--- src/rtl/fdtd_step_sequencer_if.sv ---
// Handshake bundle between the FDTD step sequencer and the Hy/Ez/source calc engines.
// The sequencer raises one start enable per phase; each engine answers with a level done flag.
interface fdtd_step_sequencer_if;
    logic calc_Hy_start_en_o;
    logic calc_Ez_start_en_o;
    logic calc_src_start_en_o;
    logic calc_Hy_end_flg_i;
    logic calc_Ez_end_flg_i;
    logic calc_src_end_flg_i;

    modport master (
        output calc_Hy_start_en_o, calc_Ez_start_en_o, calc_src_start_en_o,
        input  calc_Hy_end_flg_i,  calc_Ez_end_flg_i,  calc_src_end_flg_i
    );

    modport slave (
        input  calc_Hy_start_en_o, calc_Ez_start_en_o, calc_src_start_en_o,
        output calc_Hy_end_flg_i,  calc_Ez_end_flg_i,  calc_src_end_flg_i
    );
endinterface

--- src/rtl/fdtd_step_sequencer.sv ---
// Runs the FDTD datapath through N timesteps (Hy -> Ez -> source -> sample -> step end),
// with per-phase timeout, abort and a sticky completion/timeout interrupt.
module fdtd_step_sequencer #(
    parameter int unsigned STEP_W      = 16,
    parameter int unsigned TIMEOUT_CYC = 65535
) (
    input  logic                  ACLK,
    input  logic                  ARESETn,
    input  logic                  start_i,
    input  logic                  abort_i,
    input  logic                  clr_int_i,
    input  logic                  int_en_i,
    input  logic [STEP_W-1:0]     num_steps_i,
    fdtd_step_sequencer_if.master eng,
    output logic                  sample_strobe_o,
    output logic                  field_update_end_o,
    output logic [STEP_W-1:0]     step_cnt_o,
    output logic                  busy_o,
    output logic                  int_pending_o,
    output logic                  timeout_o,
    output logic                  int_o
);

    localparam int unsigned PH_W = $clog2(TIMEOUT_CYC);
    localparam logic [PH_W-1:0] PH_LAST = PH_W'(TIMEOUT_CYC - 1);

    typedef enum logic [2:0] {
        S_IDLE, S_HY, S_EZ, S_SRC, S_SAMPLE, S_STEP_END
    } state_t;

    state_t            state_q, state_d;
    logic [PH_W-1:0]   phase_cyc_q, phase_cyc_d;
    logic [STEP_W-1:0] num_steps_q, num_steps_d;
    logic [STEP_W-1:0] step_cnt_q, step_cnt_d;
    logic              hy_en_q, hy_en_d;
    logic              ez_en_q, ez_en_d;
    logic              src_en_q, src_en_d;
    logic              strobe_q, strobe_d;
    logic              fue_q, fue_d;
    logic              busy_q, busy_d;
    logic              int_pend_q, int_pend_d;
    logic              timeout_q, timeout_d;
    logic              phase_flg;
    logic              set_int;

    always_ff @(posedge ACLK or negedge ARESETn) begin
        if (!ARESETn) begin
            state_q     <= S_IDLE;
            phase_cyc_q <= '0;
            num_steps_q <= '0;
            step_cnt_q  <= '0;
            hy_en_q     <= 1'b0;
            ez_en_q     <= 1'b0;
            src_en_q    <= 1'b0;
            strobe_q    <= 1'b0;
            fue_q       <= 1'b0;
            busy_q      <= 1'b0;
            int_pend_q  <= 1'b0;
            timeout_q   <= 1'b0;
        end else begin
            state_q     <= state_d;
            phase_cyc_q <= phase_cyc_d;
            num_steps_q <= num_steps_d;
            step_cnt_q  <= step_cnt_d;
            hy_en_q     <= hy_en_d;
            ez_en_q     <= ez_en_d;
            src_en_q    <= src_en_d;
            strobe_q    <= strobe_d;
            fue_q       <= fue_d;
            busy_q      <= busy_d;
            int_pend_q  <= int_pend_d;
            timeout_q   <= timeout_d;
        end
    end

    always_comb begin
        state_d     = state_q;
        num_steps_d = num_steps_q;
        step_cnt_d  = step_cnt_q;
        timeout_d   = timeout_q;
        set_int     = 1'b0;
        phase_flg   = 1'b0;

        case (state_q)
            S_HY:    phase_flg = eng.calc_Hy_end_flg_i;
            S_EZ:    phase_flg = eng.calc_Ez_end_flg_i;
            S_SRC:   phase_flg = eng.calc_src_end_flg_i;
            default: phase_flg = 1'b0;
        endcase

        case (state_q)
            S_IDLE: begin
                if (start_i && (num_steps_i != '0)) begin
                    num_steps_d = num_steps_i;
                    step_cnt_d  = '0;
                    timeout_d   = 1'b0;
                    state_d     = S_HY;
                end
            end
            S_HY, S_EZ, S_SRC: begin
                // first cycle of a phase ignores the flag: it may be stale from the previous step
                if (phase_flg && (phase_cyc_q != '0)) begin
                    state_d = (state_q == S_HY) ? S_EZ : ((state_q == S_EZ) ? S_SRC : S_SAMPLE);
                end else if (phase_cyc_q == PH_LAST) begin
                    state_d   = S_IDLE;
                    timeout_d = 1'b1;
                    set_int   = 1'b1;
                end
            end
            S_SAMPLE: state_d = S_STEP_END;
            S_STEP_END: begin
                step_cnt_d = step_cnt_q + STEP_W'(1);
                if (step_cnt_d == num_steps_q) begin
                    state_d = S_IDLE;
                    set_int = 1'b1;
                end else begin
                    state_d = S_HY;
                end
            end
            default: state_d = S_IDLE;
        endcase

        // abort overrides any phase progress, timeout or completion in this cycle
        if (abort_i && (state_q != S_IDLE)) begin
            state_d    = S_IDLE;
            step_cnt_d = step_cnt_q;
            timeout_d  = timeout_q;
            set_int    = 1'b0;
        end

        if ((state_d != state_q) || (state_d == S_IDLE)) begin
            phase_cyc_d = '0;
        end else if (phase_cyc_q == PH_LAST) begin
            phase_cyc_d = phase_cyc_q;
        end else begin
            phase_cyc_d = phase_cyc_q + PH_W'(1);
        end

        int_pend_d = set_int ? 1'b1 : (clr_int_i ? 1'b0 : int_pend_q);
        hy_en_d    = (state_d == S_HY);
        ez_en_d    = (state_d == S_EZ);
        src_en_d   = (state_d == S_SRC);
        strobe_d   = (state_d == S_SAMPLE);
        fue_d      = (state_d == S_STEP_END);
        busy_d     = (state_d != S_IDLE);
    end

    assign eng.calc_Hy_start_en_o  = hy_en_q;
    assign eng.calc_Ez_start_en_o  = ez_en_q;
    assign eng.calc_src_start_en_o = src_en_q;
    assign sample_strobe_o         = strobe_q;
    assign field_update_end_o      = fue_q;
    assign step_cnt_o              = step_cnt_q;
    assign busy_o                  = busy_q;
    assign int_pending_o           = int_pend_q;
    assign timeout_o               = timeout_q;
    assign int_o                   = int_pend_q & int_en_i;

endmodule

--- src/flat_wrapper.sv ---
// flat-port wrapper written by rule: the top's interface ports become plain ports
module fdtd_step_sequencer_flat 
#(
    parameter int unsigned STEP_W      = 16,
    parameter int unsigned TIMEOUT_CYC = 65535
)
  (ACLK, ARESETn, start_i, abort_i, clr_int_i, int_en_i, num_steps_i, sample_strobe_o, field_update_end_o, step_cnt_o, busy_o, int_pending_o, timeout_o, int_o, eng_calc_Hy_start_en_o, eng_calc_Ez_start_en_o, eng_calc_src_start_en_o, eng_calc_Hy_end_flg_i, eng_calc_Ez_end_flg_i, eng_calc_src_end_flg_i);
  fdtd_step_sequencer_if eng_i ();
  input  logic ACLK;
  input  logic ARESETn;
  input  logic start_i;
  input  logic abort_i;
  input  logic clr_int_i;
  input  logic int_en_i;
  input  logic [STEP_W-1:0] num_steps_i;
  output logic sample_strobe_o;
  output logic field_update_end_o;
  output logic [STEP_W-1:0] step_cnt_o;
  output logic busy_o;
  output logic int_pending_o;
  output logic timeout_o;
  output logic int_o;
  output wire logic [$bits(eng_i.calc_Hy_start_en_o)-1:0] eng_calc_Hy_start_en_o;
  output wire logic [$bits(eng_i.calc_Ez_start_en_o)-1:0] eng_calc_Ez_start_en_o;
  output wire logic [$bits(eng_i.calc_src_start_en_o)-1:0] eng_calc_src_start_en_o;
  input wire logic [$bits(eng_i.calc_Hy_end_flg_i)-1:0] eng_calc_Hy_end_flg_i;
  input wire logic [$bits(eng_i.calc_Ez_end_flg_i)-1:0] eng_calc_Ez_end_flg_i;
  input wire logic [$bits(eng_i.calc_src_end_flg_i)-1:0] eng_calc_src_end_flg_i;
  assign eng_calc_Hy_start_en_o = eng_i.calc_Hy_start_en_o;
  assign eng_calc_Ez_start_en_o = eng_i.calc_Ez_start_en_o;
  assign eng_calc_src_start_en_o = eng_i.calc_src_start_en_o;
  assign eng_i.calc_Hy_end_flg_i = eng_calc_Hy_end_flg_i;
  assign eng_i.calc_Ez_end_flg_i = eng_calc_Ez_end_flg_i;
  assign eng_i.calc_src_end_flg_i = eng_calc_src_end_flg_i;
  fdtd_step_sequencer #(.STEP_W(STEP_W), .TIMEOUT_CYC(TIMEOUT_CYC)) u_core (.ACLK(ACLK), .ARESETn(ARESETn), .start_i(start_i), .abort_i(abort_i), .clr_int_i(clr_int_i), .int_en_i(int_en_i), .num_steps_i(num_steps_i), .eng(eng_i), .sample_strobe_o(sample_strobe_o), .field_update_end_o(field_update_end_o), .step_cnt_o(step_cnt_o), .busy_o(busy_o), .int_pending_o(int_pending_o), .timeout_o(timeout_o), .int_o(int_o));
endmodule
--- config.mk ---
export PLATFORM = sky130hd
export DESIGN_NAME = fdtd_step_sequencer_flat
export DESIGN_NICKNAME = d
export VERILOG_FILES = /design/src/rtl/fdtd_step_sequencer_if.sv /design/src/rtl/fdtd_step_sequencer.sv /design/src/flat_wrapper.sv
export SDC_FILE = /design/constraint.sdc
export NUM_CORES = 1
export LEC_CHECK = 0
export ABC_AREA = 1
export CORE_UTILIZATION = 55
export DETAILED_ROUTE_END_ITERATION = 6
export PLACE_DENSITY = 0.85
export SYNTH_ARGS = -nofsm -noshare
export SYNTH_HDL_FRONTEND = slang
export SYNTH_SLANG_ARGS = --single-unit
--- constraint.sdc ---
create_clock -name ACLK -period 2.3 [get_ports ACLK]
set_input_delay 0.23 -clock ACLK [delete_from_list [all_inputs] [get_ports ACLK]]
set_output_delay 0.23 -clock ACLK [all_outputs]
set_load 0.02 [all_outputs]
==> impl_metrics.json, run 1 <==
{
  "ir_worst_vdd_uv": 601,
  "p_total_mw": 3.26,
  "drt_wl_total_mm": 9.03,
  "vias": 3430,
  "fp-row-count": 28,
  "core_area_um2": 5990,
  "maxCapViolCount": 0,
  "cpMostUsedCell": "nand2_1",
  "fin_util": 0.744,
  "first_pass_iters": 5,
  "io_pins": 50,
  "finalClockSkew_ns": 0.0131,
  "cts_tree": "built",
  "p_switching_mw": 1.21,
  "drc_errors": 0,
  "hold_path.class": "in2async",
  "finalSetupViolCount": 16,
  "p_clk_frac": 0.271,
  "finalHoldViolations": 0,
  "rsz0062_at_grt": "true",
  "synth_seq_cells": 59,
  "fin_nets": 571,
  "synth_edf_count": 0,
  "clk_latency_ns": 0.34,
  "critPathArrivalTime_ns": 2.59,
  "clkSinkCount": 59,
  "gp_congestion": 0.882,
  "synth_ff_type": "dfrtp_1",
  "die_x_um": 81.3,
  "dp.final_hpwl_mm": 6.40,
  "p_leak_nw": 1.98,
  "grtUsageTotal": 0.289,
  "synth.distinct_cells": 31,
  "switching_share": 0.372,
  "reg2reg_slack_ns": -0.06,
  "syn_area_per_cell_um2": 7.39,
  "grt_pass1_vias": 3268,
  "end_kind": "flop",
  "cpPeakStageDelay_ns": 0.41,
  "synth_warnings": 0,
  "grt_max_degree": 32,
  "p_per_area_nw_per_um2": 731,
  "antenna_left": 0,
  "antenna_found_initial": 0,
  "die_h_um": 81.3,
  "crit_path_cell_trace": "buf_6 -> nand2_4 -> nor2_4 -> nand2_4 -> nand2_2 -> nand2_1 -> nand2_1 -> nand2_1 -> inv_1 -> nand3_1 -> nor2_1 -> nand3_1 -> nand2_1 -> nand2_2 -> nand2_4 -> nand3_2 -> nand3_4 -> nor2_2",
  "syn_inst": 468,
  "fmax_ghz": 0.423,
  "diodes": 0,
  "grt_first_pass_wirelength_mm": 14.4,
  "dr.first_iter.drc_count": 316,
  "cts_root_buf": "clkbuf_8",
  "pre_cts_ws_ns": -0.117,
  "slowest_stage": "dfrtp_1",
  "slew-limit-headroom": 0.535,
  "maxSlewViolCount": 0,
  "start_kind": "flop",
  "placedCellCount": 602,
  "post_drt_wl_per_cell_um": 14.5,
  "violations": "setup timing",
  "status": "complete, but fails checks",
  "crit_required_ns": 2.52,
  "path_class": "reg2reg",
  "die-area_um2": 6610,
  "min_period_ns": 2.36,
  "power_frac_comb": 0.317,
  "overflow": 0,
  "worst_slack_ns": -0.0625,
  "drive_above_1_share": 0.155,
  "clockBufferDepth": 2,
  "instances_no_fill": 622,
  "numCtsBuffers": 9,
  "fin_crit_sh": 1.03,
  "intPower_mw": 2.05,
  "io_buffers": 49,
  "areaGrowthSynthToFinish_pct": 28.9,
  "vias_per_cell": 5.51,
  "syn_area_um2": 3460,
  "ys_seq_area_frac": 0.427,
  "h-tree-depth": 3,
  "syn-num-nets": 497,
  "path_clk_slew_ns": 0.08,
  "initial_utilization": 0.577,
  "worstMarginPinSlew_ns": 0.697,
  "seqPwrFrac": 0.411,
  "crit_path_max_fanout": 8,
  "synth-async-reset-ratio": 1.00
}
final cells by class:
type | instances | area [µm²]
multi-input combinational | 335 | 1790
tap | 75 | 93.8
fill | 456 | 1530
timing repair buffer | 67 | 647
inverter | 70 | 267
sequential | 59 | 1480
clock buffer | 12 | 155
clock inverter | 4 | 25.0
worst paths after layout:
kind                                            start                     end  cells after the start
worst max-delay path             u_core.step_cnt_o[0]  u_core.phase_cyc_q[12]                     18
worst min-delay path                          ARESETn    u_core.step_cnt_o[6]                      2
worst max register to register   u_core.step_cnt_o[0]  u_core.phase_cyc_q[12]                     18
worst min register to register  u_core.phase_cyc_q[0]   u_core.phase_cyc_q[0]                      1
max in group asynchronous                     ARESETn       u_core.state_q[0]                      3
min in group ACLK                     num_steps_i[15]  u_core.num_steps_q[15]                      3
state kept, by name, indices dropped and copies added (netlist names), 3 cells and up:
signal	flops
u_core.num_steps_q	16
u_core.step_cnt_o	16
u_core.state_q	3
u_core.phase_cyc_q	16
cell usage after synthesis (3+ instances only):
cell type / count / area [µm²]
nand4_1: 17 / 106
o21ai_0: 30 / 150
nor3_1: 11 / 55.1
inv_2: 4 / 15.0
nor2_1: 41 / 154
nand3b_1: 8 / 60.1
nand2_1: 129 / 484
o22ai_1: 9 / 56.3
xor2_1: 9 / 78.8
ha_1: 4 / 50.1
dfrtp_1: 59 / 1480
nor2_2: 14 / 87.6
a21oi_1: 3 / 15.0
inv_1: 64 / 240
nand2_2: 5 / 31.3
nand3_1: 35 / 175
nor2_4: 3 / 33.8
nor4_1: 4 / 25.0
metal layers:
layer,wire [µm],part of all wire,track usage
met2,4630,0.51,0.503
met5,0,0,0
met3,440,0.049,0.0517
met4,171,0.019,0.132
met1,3800,0.42,0.344
worst max-delay path, delay by kind of cell, from the launching register on:
family / cells / cell delay (ns)
and+or+nand+nor: 16 / 1.64
DFF: 1 / 0.41
buffers and inverters: 2 / 0.19
cells by family after synthesis:
family,Yosys count,synth area share
adders and majority gates,4,0.0145
xor gates and xnor gates,12,0.0344
AOI/OAI and AO/OA,46,0.0727
and+or+nand+nor,272,0.367
buffers and inverters,75,0.0843
DFF,59,0.427
cell usage in the layout, fill, tap and decap left out, drive strengths merged:
cell type        n
o21ai           33
clkinv           3
buf             18
xnor3            1
dlygate4sd3      1
clkinvlp         3
ha               4
dfrtp           59
clkbuf          12
nor4             4
a21oi            3
nand3b           8
o22ai            9
nor3            12
nor2            58
inv             68
a211oi           1
nand3           39
nand2          135
xnor2            2
nand4           17
clkdlybuf4s50   48
xor2             9
through the flow:
stage / cell area [µm²] / setup TNS, ns / hold WS [ns]
after floorplan: 3460 / 0 / -0.0656
after global placement: 4140 / -0.276 / 0.307
after detailed placement: 4140 / -1.59 / 0.309
after CTS: 4380 / 0 / 0.468
after global routing: 4460 / -3.38 / 0.464
final: 4460 / -0.727 / 0.468
power groups by stage:
stage / combinational [mW] / clock [mW] / sequential [mW]
after floorplan: 0.646 / 0 / 1.34
after global placement: 0.916 / 0 / 1.34
after detailed placement: 0.942 / 0 / 1.35
after CTS: 1.01 / 0.881 / 1.33
after global routing: 1.14 / 0.929 / 1.36
final: 1.03 / 0.884 / 1.34
what timing repair did:
item | CTS | global route
endpoints found under the hold margin | 28 | 0
pin swaps | 4 | 3
hold buffers | 1 | 0
buffers inserted | 1 | 1
gates cloned | 1 | 0
endpoints found under the setup margin | 16 | 23
resized for setup | 8 | 21
No activity file was read; power rests on OpenSTA's default activity.
==> run 2, diff against run 1 <==
- PLACE_DENSITY: 0.85 -> 0.81
==> impl_metrics.json, run 2 (same netlist as run 1, synthesis figures left out) <==
{
  "p_clk_frac": 0.262,
  "core_area_um2": 5990,
  "h-tree-depth": 3,
  "finalSetupViolCount": 18,
  "hold_path.class": "in2async",
  "end_kind": "flop",
  "p_switching_mw": 1.18,
  "seqPwrFrac": 0.413,
  "fmax_ghz": 0.415,
  "grt_max_degree": 60,
  "clk_latency_ns": 0.34,
  "setup_tns_ns": -1.46,
  "diodes": 0,
  "crit_required_ns": 2.57,
  "crit_path_cell_trace": "nand2_1 -> nor2_4 -> nand2_4 -> nand2_2 -> nand2_2 -> nand2_1 -> nand2_1 -> inv_1 -> nand3_1 -> nor2_1 -> nand3_1 -> nand2_1 -> nand2_2 -> nand2_4 -> nand2_4 -> nand2_4 -> nand3_4 -> nor2_1",
  "cts_tree": "built",
  "gp_congestion": 0.837,
  "clkSinkCount": 59,
  "io_pins": 50,
  "die-area_um2": 6610,
  "critPathLaunch": "u_core.step_cnt_o[6]",
  "overflow": 0,
  "cts_root_buf": "clkbuf_8",
  "p_total_mw": 3.25,
  "areaGrowthSynthToFinish_pct": 31.0,
  "p_leak_nw": 2.01,
  "instances_no_fill": 627,
  "hold_ws_ns": 0.0222,
  "clockBufferDepth": 2,
  "status": "complete, but fails checks",
  "register_area_um2": 1480,
  "vias": 3447,
  "cpPeakStageDelay_ns": 0.45,
  "p_per_area_nw_per_um2": 717,
  "slew-limit-headroom": 0.500,
  "pre_cts_ws_ns": -0.0868,
  "dr.first_iter.drc_count": 249,
  "final_area_um2": 4530,
  "rsz0062_at_grt": "true",
  "fin_crit_sh": 1.05,
  "fin_nets": 576,
  "power_frac_comb": 0.324,
  "grt_pass1_vias": 3287,
  "antenna_found_initial": 0,
  "layout_common_cells": "nand2_1, inv_1, dfrtp_1, clkdlybuf4s50_1, nor2_1",
  "finalClockSkew_ns": 0.00528,
  "path_clk_slew_ns": 0.07,
  "violations": "setup timing",
  "multiInputGateArea_um2": 1850,
  "path_class": "reg2reg",
  "drc_errors": 0,
  "first_pass_iters": 5,
  "fin_util": 0.756,
  "switching_share": 0.364,
  "intPower_mw": 2.07,
  "placedCellCount": 603,
  "worstMarginPinSlew_ns": 0.750,
  "final_common_cell": "nand2_1",
  "maxSlewViolCount": 0,
  "start_kind": "flop",
  "crit_path_max_fanout": 8,
  "vias_per_cell": 5.50,
  "maxCapViolCount": 0,
  "post_drt_wl_per_cell_um": 14.2,
  "antenna_left": 0,
  "ir_worst_vdd_uv": 535,
  "grt_first_pass_wirelength_mm": 14.4,
  "die_h_um": 81.3,
  "grtUsageTotal": 0.289,
  "slowest_stage": "dfrtp_1",
  "min_period_ns": 2.41,
  "fp-row-count": 28,
  "worst_slack_ns": -0.108,
  "r2r-start": "u_core.step_cnt_o[6]",
  "fill_cells": 425,
  "drive_above_1_share": 0.187,
  "numCtsBuffers": 9,
  "initial_utilization": 0.577,
  "critPathArrivalTime_ns": 2.68,
  "dp.final_hpwl_mm": 6.00,
  "io_buffers": 49,
  "finalHoldViolations": 0,
  "drt_wl_total_mm": 8.92,
  "die_x_um": 81.3,
  "place_area_um2": 4130
}
## run 2: power groups by stage
stage / sequential (mW) / combinational (mW) / clock (mW)
floorplan: 1.34 / 0.646 / 0
global placement: 1.34 / 0.898 / 0
detailed placement: 1.35 / 0.925 / 0
CTS: 1.33 / 1.01 / 0.870
global route: 1.36 / 1.17 / 0.905
finish: 1.34 / 1.05 / 0.853
## run 2: layout make-up
cell class              instances  share of cell area
clock buffers                  14              0.0359
repair buffers                 72               0.147
clock inverters                 2             0.00221
flip-flops and latches         59               0.327
multi-input cells             335               0.409
well taps                      75              0.0207
inverters                      70              0.0580
## run 2: worst max-delay path: cells and delay by family (launching register included)
family | cells | cell delay [ns]
flip-flops | 1 | 0.45
AND/OR/NAND/NOR | 17 | 1.80
buffers and inverters | 1 | 0.06
## run 2: timing repair
| item | in CTS | in global routing |
|---|---|---|
| setup buffers | 2 | 5 |
| gates resized for setup | 13 | 33 |
| pin swaps | 11 | 10 |
| hold buffers | 0 | 0 |
| setup endpoints to repair | 16 | 21 |
| cloned | 1 | 0 |
## run 2: worst paths after layout
kind	depth (start not counted)	slack [ns]	to
min in group ACLK	3	0.46	u_core.num_steps_q[15]
max in group asynchronous	2	1.74	u_core.step_cnt_o[4]
worst min-delay path	2	0.02	u_core.num_steps_q[0]
worst min register to register	1	0.46	u_core.phase_cyc_q[0]
worst max-delay path	18	-0.11	u_core.phase_cyc_q[0]
worst max register to register	18	-0.11	u_core.phase_cyc_q[0]
## run 2: per-layer routing
metal,wire [µm],part of all wire,track usage,vias up
met5,0,0,0,-
met4,325,0.036,0.177,0
met3,470,0.053,0.0438,38
met2,4420,0.50,0.494,133
met1,3700,0.42,0.340,1609
li1,-,-,-,1667
